File: config.mk
export PLATFORM = sky130hd
export DESIGN_NAME = hazard_stall_ctrl
export DESIGN_NICKNAME = d
export VERILOG_FILES = /design/src/rtl/pipe_pkg.sv /design/src/rtl/hazard_lu_detect.sv /design/src/rtl/hazard_stall_ctrl.sv
export SDC_FILE = /design/constraint.sdc
export NUM_CORES = 1
export LEC_CHECK = 0
export ABC_AREA = 0
export CORE_ASPECT_RATIO = 0.8
export CORE_UTILIZATION = 30
export CTS_CLUSTER_DIAMETER = 120
export CTS_CLUSTER_SIZE = 24
export DETAILED_ROUTE_END_ITERATION = 8
export GPL_TIMING_DRIVEN = 0
export SLEW_MARGIN = 15
export SYNTH_ARGS = -nofsm -noshare
export SYNTH_HDL_FRONTEND = slang
export SYNTH_SLANG_ARGS = --single-unit
File: constraint.sdc
create_clock -name clk -period 2.3 [get_ports clk]
set_clock_uncertainty 0.15 [all_clocks]
set_input_delay 0.46 -clock clk [delete_from_list [all_inputs] [get_ports clk]]
set_output_delay 0.46 -clock clk [all_outputs]
set_load 0.05 [all_outputs]
File: src/rtl/pipe_pkg.sv
// Shared definitions for the pipeline hazard/stall control slice.
// Holds the hazard FSM state encoding, the register-index width and the
// default data-memory wait timeout.
package pipe_pkg;

  localparam int REG_AW          = 5;
  localparam int MEM_TIMEOUT_DEF = 16;

  typedef enum logic [1:0] {
    RUN  = 2'd0,
    WAIT = 2'd1,
    ERR  = 2'd2
  } hz_state_t;

endpackage

File: src/rtl/hazard_lu_detect.sv
// Purely combinational load-use hazard compare between the instruction in ID
// and a load sitting in EX. x0 is never a real dependency. Kept separate so
// the forwarding unit can reuse the same compare.
module hazard_lu_detect #(
  parameter int REG_AW = 5
) (
  input  logic [REG_AW-1:0] id_rs1,
  input  logic [REG_AW-1:0] id_rs2,
  input  logic              id_use_rs1,
  input  logic              id_use_rs2,
  input  logic              ex_MemRead,
  input  logic [REG_AW-1:0] ex_rd,
  output logic              lu
);

  logic hit_rs1;
  logic hit_rs2;

  assign hit_rs1 = id_use_rs1 & (id_rs1 == ex_rd);
  assign hit_rs2 = id_use_rs2 & (id_rs2 == ex_rd);
  assign lu      = ex_MemRead & (ex_rd != '0) & (hit_rs1 | hit_rs2);

endmodule

File: src/rtl/hazard_stall_ctrl.sv
// Pipeline hazard and stall controller for the 5-stage CPU.
// - load-use: one bubble into ID/EX while PC and IF/ID hold
// - EX redirect: flush IF/ID, bubble into ID/EX
// - outstanding data-memory access: freeze the whole pipeline, with a
//   timeout FSM (RUN/WAIT/ERR) and a sticky mem_err flag
// Priority is freeze > redirect > load-use. All outputs are forced low
// during reset and for the first cycle after it.
// Optional build macro HAZARD_PERF_EN adds lu_cnt/flush_cnt/freeze_cnt
// cycle counters for each priority branch.
module hazard_stall_ctrl #(
  parameter int REG_AW      = pipe_pkg::REG_AW,
  parameter int MEM_TIMEOUT = pipe_pkg::MEM_TIMEOUT_DEF,
  parameter int CNT_W       = 5
) (
  input  logic              clk,
  input  logic              rst,
  input  logic [REG_AW-1:0] id_rs1,
  input  logic [REG_AW-1:0] id_rs2,
  input  logic              id_use_rs1,
  input  logic              id_use_rs2,
  input  logic              ex_MemRead,
  input  logic [REG_AW-1:0] ex_rd,
  input  logic              ex_redirect,
  input  logic              mem_req,
  input  logic              mem_ready,
  output logic              CLoad_Use,
  output logic              pc_stall,
  output logic              ifid_stall,
  output logic              ifid_flush,
  output logic              pipe_freeze,
  output logic              mem_err
`ifdef HAZARD_PERF_EN
  ,
  output logic [31:0]       lu_cnt,
  output logic [31:0]       flush_cnt,
  output logic [31:0]       freeze_cnt
`endif
);

  import pipe_pkg::*;

  localparam logic [CNT_W-1:0] CNT_LAST = CNT_W'(MEM_TIMEOUT - 1);
  localparam logic [CNT_W-1:0] CNT_MAX  = {CNT_W{1'b1}};

  hz_state_t        state;
  hz_state_t        state_nx;
  logic [CNT_W-1:0] wait_cnt;
  logic             err_q;
  logic             rst_q;
  logic             active;
  logic             lu;
  logic             mw;
  logic             take_redirect;
  logic             take_lu;

  hazard_lu_detect #(
    .REG_AW (REG_AW)
  ) u_lu (
    .id_rs1     (id_rs1),
    .id_rs2     (id_rs2),
    .id_use_rs1 (id_use_rs1),
    .id_use_rs2 (id_use_rs2),
    .ex_MemRead (ex_MemRead),
    .ex_rd      (ex_rd),
    .lu         (lu)
  );

  // Outputs stay quiet while reset is asserted and for one cycle afterwards.
  assign active = ~rst & ~rst_q;

  // Memory wait only counts outside ERR; in ERR the pipeline runs on.
  assign mw            = active & mem_req & ~mem_ready & (state != ERR);
  assign take_redirect = active & ~mw & ex_redirect;
  assign take_lu       = active & ~mw & ~ex_redirect & lu;

  // Remember that reset was asserted last cycle.
  always_ff @(posedge clk) begin
    rst_q <= rst;
  end

  // FSM state register.
  always_ff @(posedge clk) begin
    if (rst) state <= RUN;
    else     state <= state_nx;
  end

  // Next-state logic for the memory-wait timeout FSM.
  always_comb begin
    state_nx = state;
    case (state)
      RUN:     if (mw) state_nx = WAIT;
      WAIT: begin
        if (mem_ready)                     state_nx = RUN;
        else if (mw && wait_cnt >= CNT_LAST) state_nx = ERR;
      end
      ERR:     state_nx = ERR;
      default: state_nx = RUN;
    endcase
  end

  // Wait-cycle counter: counts mw cycles, clears whenever the FSM is (re)entering RUN, saturates.
  always_ff @(posedge clk) begin
    if (rst)                                  wait_cnt <= '0;
    else if (state_nx == RUN)                 wait_cnt <= '0;
    else if (mw && wait_cnt != CNT_MAX)       wait_cnt <= wait_cnt + 1'b1;
  end

  // Sticky timeout flag, set on the WAIT->ERR transition.
  always_ff @(posedge clk) begin
    if (rst)                                  err_q <= 1'b0;
    else if (state == WAIT && state_nx == ERR) err_q <= 1'b1;
  end

  // Prioritised stall/flush outputs: freeze > redirect > load-use.
  always_comb begin
    CLoad_Use   = 1'b0;
    pc_stall    = 1'b0;
    ifid_stall  = 1'b0;
    ifid_flush  = 1'b0;
    pipe_freeze = 1'b0;
    if (mw) begin
      pc_stall    = 1'b1;
      ifid_stall  = 1'b1;
      pipe_freeze = 1'b1;
    end else if (take_redirect) begin
      ifid_flush = 1'b1;
      CLoad_Use  = 1'b1;
    end else if (take_lu) begin
      pc_stall   = 1'b1;
      ifid_stall = 1'b1;
      CLoad_Use  = 1'b1;
    end
  end

  assign mem_err = err_q & active;

`ifdef HAZARD_PERF_EN
  // Per-branch cycle counters, wrapping modulo 2^32.
  always_ff @(posedge clk) begin
    if (rst) begin
      lu_cnt     <= '0;
      flush_cnt  <= '0;
      freeze_cnt <= '0;
    end else begin
      if (take_lu)       lu_cnt     <= lu_cnt + 32'd1;
      if (take_redirect) flush_cnt  <= flush_cnt + 32'd1;
      if (mw)            freeze_cnt <= freeze_cnt + 32'd1;
    end
  end
`endif

endmodule

==> summary.md, run 1 <==
| Metric | Value |
|---|---|
| YS warnings | `0` |
| Leak | `0.467 nW` |
| Critical Path RT | `1.69 ns` |
| Share of layout cells above drive strength 1 | `38.2%` |
| Worst skew pair latency | `0.27 ns` |
| Net count of the finished layout | `137` |
| Final hold slack | `0.303 ns` |
| Fmax | `423 MHz` |
| Slowest CP cell | `or4_4` |
| Internal power | `0.284 mW` |
| DRT antenna net count | `0` |
| # rows | `14` |
| Number of synthesized flops with an enable pin | `0` |
| Num CTS Buffers | `3` |
| Clock power frac | `31.2%` |
| Combinational Power Share | `28.3%` |
| Die span in y | `43.9 um` |
| GPL Wtd Cong | `0.725` |
| Mapped Avg Cell Area | `9.12 sq um` |
| CP Capture Type | `output port` |
| Max_cap viols | `0` |
| Sequential element share of the synthesized area | `27.4%` |
| Critical Path Max Stage Delay | `0.54 ns` |
| Clock Sinks | `9` |
| Mapped Cells | `72` |
| Clock Root Buffer | `clkbuf_4` |
| Max Transition Viols Final | `0` |
| Proportion of synthesized area in mux cells | `1.52%` |
| Startpoint Class | `input pin` |
| Wirelength per Cell | `13.5 um` |
| Top cells by count, synth | `dfxtp_1 (9), nor2_1 (8), xor2_1 (8), inv_1 (5), xnor2_1 (5)` |
| Antenna cells | `0` |
| Sw Share | `28.3%` |
| Maximum root-to-sink buffer count | `2` |
| First-pass GRT wire length | `2900 um` |
| Detail Placement HPWL | `1360 um` |
| Ys async rst share | `0%` |
| Worst Hold Class | `reg2reg` |
| IO Port Bufs | `28` |
| Simple-Gate Fraction of Synth Area | `31.4%` |
| Tot GR Track Use | `17.3%` |
| Core ar. | `1960 sq um` |
| Power per Cell Area | `353 nW/um^2` |
| Worst Tran Pin Value | `0.330 ns` |
| Number of synthesized register bits | `9` |
| Via density | `4.90` |
| Vias | `656` |
| # hold bufs at CTS | `0` |
| Mapped Nets | `98` |
| Most common cell in the netlist | `dfxtp_1` |
| Buffers & Inverters on Critical Path | `3` |
| First DRT Iteration DRCs | `12` |
| IO Count | `29` |
| Fin crit period | `2.36 ns` |
| DR pass1 iterations | `4` |
| Worst Path Max Fanout | `3` |
| Final worst-path cycle share | `103%` |
| Starting Density | `33.5%` |
| Reg clk slew, reported paths | `0.06 ns` |
| Setup CP Type | `in2out` |
| Top FF cell, synth | `dfxtp_1` |
| Largest net degree at the start of global routing | `7` |
| Synth area leaders | `dfxtp_1 (27%), xor2_1 (11%), xnor2_1 (6.7%), ha_1 (5.7%), nor2_1 (4.6%)` |
| Post-synthesis adder-cell area fraction | `5.71%` |
| Post-Synthesis Cell Area | `657 sq um` |
| Unrepaired setup endpoints after global routing | `true` |
| Hold Violations, Final | `0` |
| Number of global-route vias before repair | `664` |
| Complex-gate fraction of the synthesized area | `10.9%` |
| Relative slew slack | `78.0%` |
| Number of remaining DRC errors | `0` |
| Gr ovfl total | `0` |
| CTS tree | `built` |
| Tot Pwr | `0.397 mW` |
| Seq pwr share | `40.5%` |
| P&R area growth vs syn | `71.2%` |
| CTS HTree Levels | `1` |
| Max IR drop VDD | `0.283 mV` |
| Critical path arrival | `1.75 ns` |
| Die area | `2380 sq um` |
| Synth cell types | `33` |
| Switch Pwr | `0.112 mW` |
| Failing checks | `negative setup slack` |
| Status | `complete, but fails checks` |
| Setup ws final | `-0.0634 ns` |
| Antenna violations before repair | `0` |
| Share of the synthesized area in the top cell type | `27.4%` |
| Cell taking the most area after synthesis | `dfxtp_1` |
| Fin util | `57.3%` |
| Crit-path cells | `buf_8 -> or4_4 -> o21ai_4 -> or4_4 -> o21ai_4 -> buf_6 -> buf_8` |
| Final setup fails | `3` |
| Largest family of logic cells by synthesized area | `simple AND/OR/NAND/NOR gates` |
| Kind of cell adding the most delay to the critical path | `simple AND/OR/NAND/NOR gates` |
| Post-Synth XOR/XNOR Area | `17.3%` |
| Die W | `54.3 um` |
| Drt total wl | `1810 um` |
-- layer usage --
layer	vias up	wire length, um	part of all wire [%]	global-route usage, %
li1	330	-	-	-
met1	310	791	44	21.3
met2	13	938	52	28.8
met3	3	72	4.0	6.32
met4	0	11	0.61	3.08
met5	-	0	0	0
-- tightest hold or removal path: stages (launching register included) --
cell     delay (ns)
dfxtp_1        0.30
inv_1          0.06
a21oi_1        0.05
-- cell type report --
class	count	area (sq um)
fill	185	837
multi-input combinational	56	539
timing repair buffer	34	308
sequential	9	180
tap	24	30.0
clock buffer	4	26.3
buffer	2	22.5
inverter	5	18.8
-- what timing repair did --
item / in CTS / in global routing
buffers inserted: 5 / 1
gates resized for setup: 96 / 8
setup endpoints to repair: 6 / 6
pin swaps: 19 / 4
-- final timing paths --
kind                               endpoint  slack (ns)  cells after the start         from
worst max-delay path               pc_stall       -0.06                      7     ex_rd[4]
worst min-delay path                  err_q        0.30                      2        err_q
worst max register to register  wait_cnt[1]        0.46                      6  wait_cnt[0]
worst min register to register        err_q        0.30                      2        err_q
-- registers in the layout, summed over array words and instances, names as in the netlist --
register / count
state: 2
wait_cnt: 5
err_q: 1
rst_q: 1
-- through the flow --
stage	area (sq um)	worst slack, ns	TNS, ns	instances
CTS	1100	-0.0753	-0.167	133
finish	1120	-0.0634	-0.142	134
global route	1120	-0.114	-0.294	134
global placement	992	-1.27	-6.19	124
floorplan	682	-0.201	-0.201	72
detailed placement	992	-1.36	-6.39	124
-- power by group through the flow --
stage | combinational, mW | sequential [mW] | clock, mW
global placement | 0.0970 | 0.163 | 0
finish | 0.112 | 0.161 | 0.124
CTS | 0.109 | 0.160 | 0.130
global route | 0.119 | 0.161 | 0.136
floorplan | 0.0444 | 0.163 | 0
detailed placement | 0.0986 | 0.163 | 0
-- cells in the final DEF, fill, tap and decap left out, types with 3 or more instances in the layout --
master and count:
buf_2 4, buf_4 8, buf_6 6, clkbuf_4 3
clkdlybuf4s15_1 3, dfxtp_1 9, dlygate4sd2_1 7, ha_1 3
inv_1 5, nor2_1 8, xnor2_1 4, xor2_1 8
-- logic make-up after synthesis --
| logic type | Yosys count |
|---|---|
| and+or+nand+nor | 28 |
| xor gates and xnor gates | 13 |
| AOI/OAI and AO/OA | 11 |
| DFF | 9 |
| buffers and inverters | 7 |
| adders and majority gates | 3 |
| muxes | 1 |
Power figures use the tool's default switching activity.
==> inputs of run 2 (changes only) <==
--- a/config.mk
+++ b/config.mk
@@ -7,4 +7,5 @@
 export LEC_CHECK = 0
 export ABC_AREA = 0
+export CAP_MARGIN = 20
 export CORE_ASPECT_RATIO = 0.8
 export CORE_UTILIZATION = 30
==> constraint.sdc (replaced) <==
create_clock -name clk -period 2.3 [get_ports clk]
set_clock_uncertainty 0.15 [all_clocks]
set_input_delay 0.69 -clock clk [delete_from_list [all_inputs] [get_ports clk]]
set_output_delay 0.69 -clock clk [all_outputs]
set_load 0.05 [all_outputs]
==> run 2 against run 1 <==
Against the previous run: the run still ends with negative setup slack left; cell area grew 1.9%; core utilization grew 1.1 points; register-to-register slack lost 0.05 ns; critical path depth is the same; sequential share of layout area shrank 0.30 points; first-iteration DRC count shrank 50%; non-clock buffer count shrank 3; final cell count shrank 2.2%; combinational power grew 9%; count of clock-buffer cells in the layout is the same; total power grew 1.3%; critical path type unchanged; highest routed layer is now met3.
==> summary.md, run 2 (synthesized netlist as in run 1, its figures left out) <==
| Metric | Value |
|---|---|
| Buffers & Inverters on Critical Path | `3 (unchanged)` |
| Max IR drop VDD | `0.226 mV (-20%)` |
| Tot Pwr | `0.402 mW (+1.3%)` |
| FF+latch area | `180 sq um (unchanged)` |
| Wirelength per Cell | `13.2 um (-2.5%)` |
| Max_cap viols | `0 (unchanged)` |
| Relative slew slack | `74.8% (-3.2 points)` |
| Fin crit period | `2.81 ns (+0.451 ns)` |
| Leak | `0.430 nW (-7.9%)` |
| Placed Cells | `124 (unchanged)` |
| Most flops, register | `wait_cnt` |
| Max Transition Viols Final | `0 (unchanged)` |
| IO Port Bufs | `28 (unchanged)` |
| Slowest CP cell | `or4_4` |
| First DRT Iteration DRCs | `6 (-6)` |
| Via density | `4.94 (+0.89%)` |
| Gr ovfl total | `0 (unchanged)` |
| Critical R2R Launch | `wait_cnt[0]` |
| Registers with the most flip-flops | `wait_cnt (5), state (2)` |
| Final setup fails | `5 (+2)` |
| Crit-path cells | `buf_8 -> or4_4 -> o21ai_4 -> or4_4 -> o21ai_4 -> buf_6 -> buf_8` |
| Status | `complete, but fails checks` |
| Number of global-route vias before repair | `625 (-5.9%)` |
| Number of fillers in the final layout | `197 (+6.5%)` |
| Maximum root-to-sink buffer count | `2 (unchanged)` |
| Net count of the finished layout | `134 (-2.2%)` |
| CP startpoint | `ex_rd[3]` |
| Antenna violations before repair | `0 (unchanged)` |
| Hold Path Depth | `2 (unchanged)` |
| Worst Tran Pin Value | `0.375 ns (+0.0448 ns)` |
| CTS tree | `built` |
| Core ar. | `1960 sq um (unchanged)` |
| Final Instance Count excl. Fillers | `131 (-2.2%)` |
| Worst R2R End | `wait_cnt[1]` |
| Critical path arrival | `1.97 ns (+0.22 ns)` |
| Hold Path Sink | `err_q` |
| DRT antenna net count | `0 (unchanged)` |
| Critical Path RT | `1.46 ns (-0.23 ns)` |
| Worst Path Max Fanout | `3 (unchanged)` |
| # rows | `14 (unchanged)` |
| Starting Density | `33.5% (unchanged)` |
| Critical Path Max Stage Delay | `0.54 ns (about the same)` |
| Power per Cell Area | `351 nW/um^2 (-0.62%)` |
| First-pass GRT wire length | `2770 um (-4.6%)` |
| Unrepaired setup endpoints after global routing | `true` |
| R2r worst-path depth | `6 (unchanged)` |
| Die W | `54.3 um (unchanged)` |
| Die area | `2380 sq um (unchanged)` |
| Most common cell after layout, fill and taps aside | `dfxtp_1` |
| Kind of cell adding the most delay to the critical path | `simple AND/OR/NAND/NOR gates` |
| Reg clk slew, reported paths | `0.05 ns (about the same)` |
| Number of remaining DRC errors | `0 (unchanged)` |
| Post-route cell area | `1150 sq um (+1.9%)` |
| Final worst-path cycle share | `122% (+20 points)` |
| IO Count | `29 (unchanged)` |
| Setup ws final | `-0.514 ns (-0.451 ns)` |
| Worst skew pair latency | `0.26 ns (about the same)` |
| FF-to-FF setup slack | `0.41 ns (-0.05 ns)` |
| P&R area growth vs syn | `74.5%` |
| Max reg flops | `5 (unchanged)` |
| Multi-input gate area | `572 sq um (+6.0%)` |
| CTS HTree Levels | `1 (unchanged)` |
| Most frequent cells in the layout | `dfxtp_1 (9), nor2_1 (8), buf_6 (7), xor2_1 (7)` |
| GPL Wtd Cong | `0.773 (+6.6%)` |
| Num CTS Buffers | `3 (unchanged)` |
| Largest net degree at the start of global routing | `7 (unchanged)` |
| Tot GR Track Use | `16.3% (-0.96 points)` |
| Failing checks | `negative setup slack` |
| Hold Violations, Final | `0 (unchanged)` |
| Startpoint Class | `input pin` |
| Share of layout cells above drive strength 1 | `45.8% (+7.6 points)` |
| Setup CP Type | `in2out` |
| Post-DP Area | `1010 sq um (+1.4%)` |
| Antenna cells | `0 (unchanged)` |
| Drt total wl | `1730 um (-4.7%)` |
| Dpl ws | `-1.59 ns (-0.234 ns)` |
| Fin util | `58.4% (+1.1 points)` |
| DR pass1 iterations | `4 (unchanged)` |
| CP Capture Type | `output port` |
| Clock Root Buffer | `clkbuf_4` |
| Fmax | `355 MHz (-16%)` |
| Final hold slack | `0.314 ns (+0.0112 ns)` |
| Detail Placement HPWL | `1340 um (-0.80%)` |
| Min-Delay Startpoint | `err_q` |
| # hold bufs at CTS | `0 (unchanged)` |
| Vias | `647 (-1.4%)` |
| Clock Sinks | `9 (unchanged)` |
| Worst Hold Class | `reg2reg` |
| Setup TNS | `-1.84 ns (-1.70 ns)` |
| Die span in y | `43.9 um (unchanged)` |
-- run 2: report_power, final --
| part | internal (mW) | switching, mW | total [mW] | leakage, nW |
|---|---|---|---|---|
| Combinational | 0.0636 | 0.0588 | 0.122 | 0.342 |
| Clock | 0.0667 | 0.0520 | 0.119 | 0.0150 |
| Sequential | 0.158 | 0.00327 | 0.161 | 0.0730 |
| Total | 0.288 | 0.114 | 0.402 | 0.430 |
-- run 2: final cells by class --
| type | count | share of cell area [%] |
|---|---|---|
| plain buffers | 2 | 1.97 |
| well taps | 24 | 2.62 |
| clock buffers | 4 | 2.29 |
| multi-input cells | 56 | 49.9 |
| inverters | 5 | 1.97 |
| flip-flops and latches | 9 | 15.7 |
| repair buffers | 31 | 25.5 |
-- run 2: tightest hold or removal path: cells and delay by family (launching register included) --
| kind | cells | cell delay (ns) |
|---|---|---|
| buffers and inverters | 1 | 0.06 |
| DFF | 1 | 0.29 |
| AOI/OAI and AO/OA | 1 | 0.06 |
-- run 2: worst max path at each step --
stage / end / slack, ns / cells after the start
after detailed placement: pc_stall / -1.59 / 7
final: pc_stall / -0.51 / 7
after global routing: pc_stall / -0.54 / 7
after floorplan: pc_stall / -0.46 / 4
after CTS: pc_stall / -0.55 / 7
after global placement: pc_stall / -1.60 / 7
-- run 2: per-layer routing --
layer	wire, um	global-route usage [%]
met2	888	27.1
met4	0	3.08
met3	75	4.21
met5	0	0
met1	766	21.3
-- run 2: what timing repair did --
item | 4_1_cts | 5_1_grt
resized for setup | 118 | 8
setup endpoints to repair | 9 | 5
pin swaps | 20 | 9
setup buffers | 2 | 1
cloned | 0 | 0
hold endpoints to repair | 0 | 0
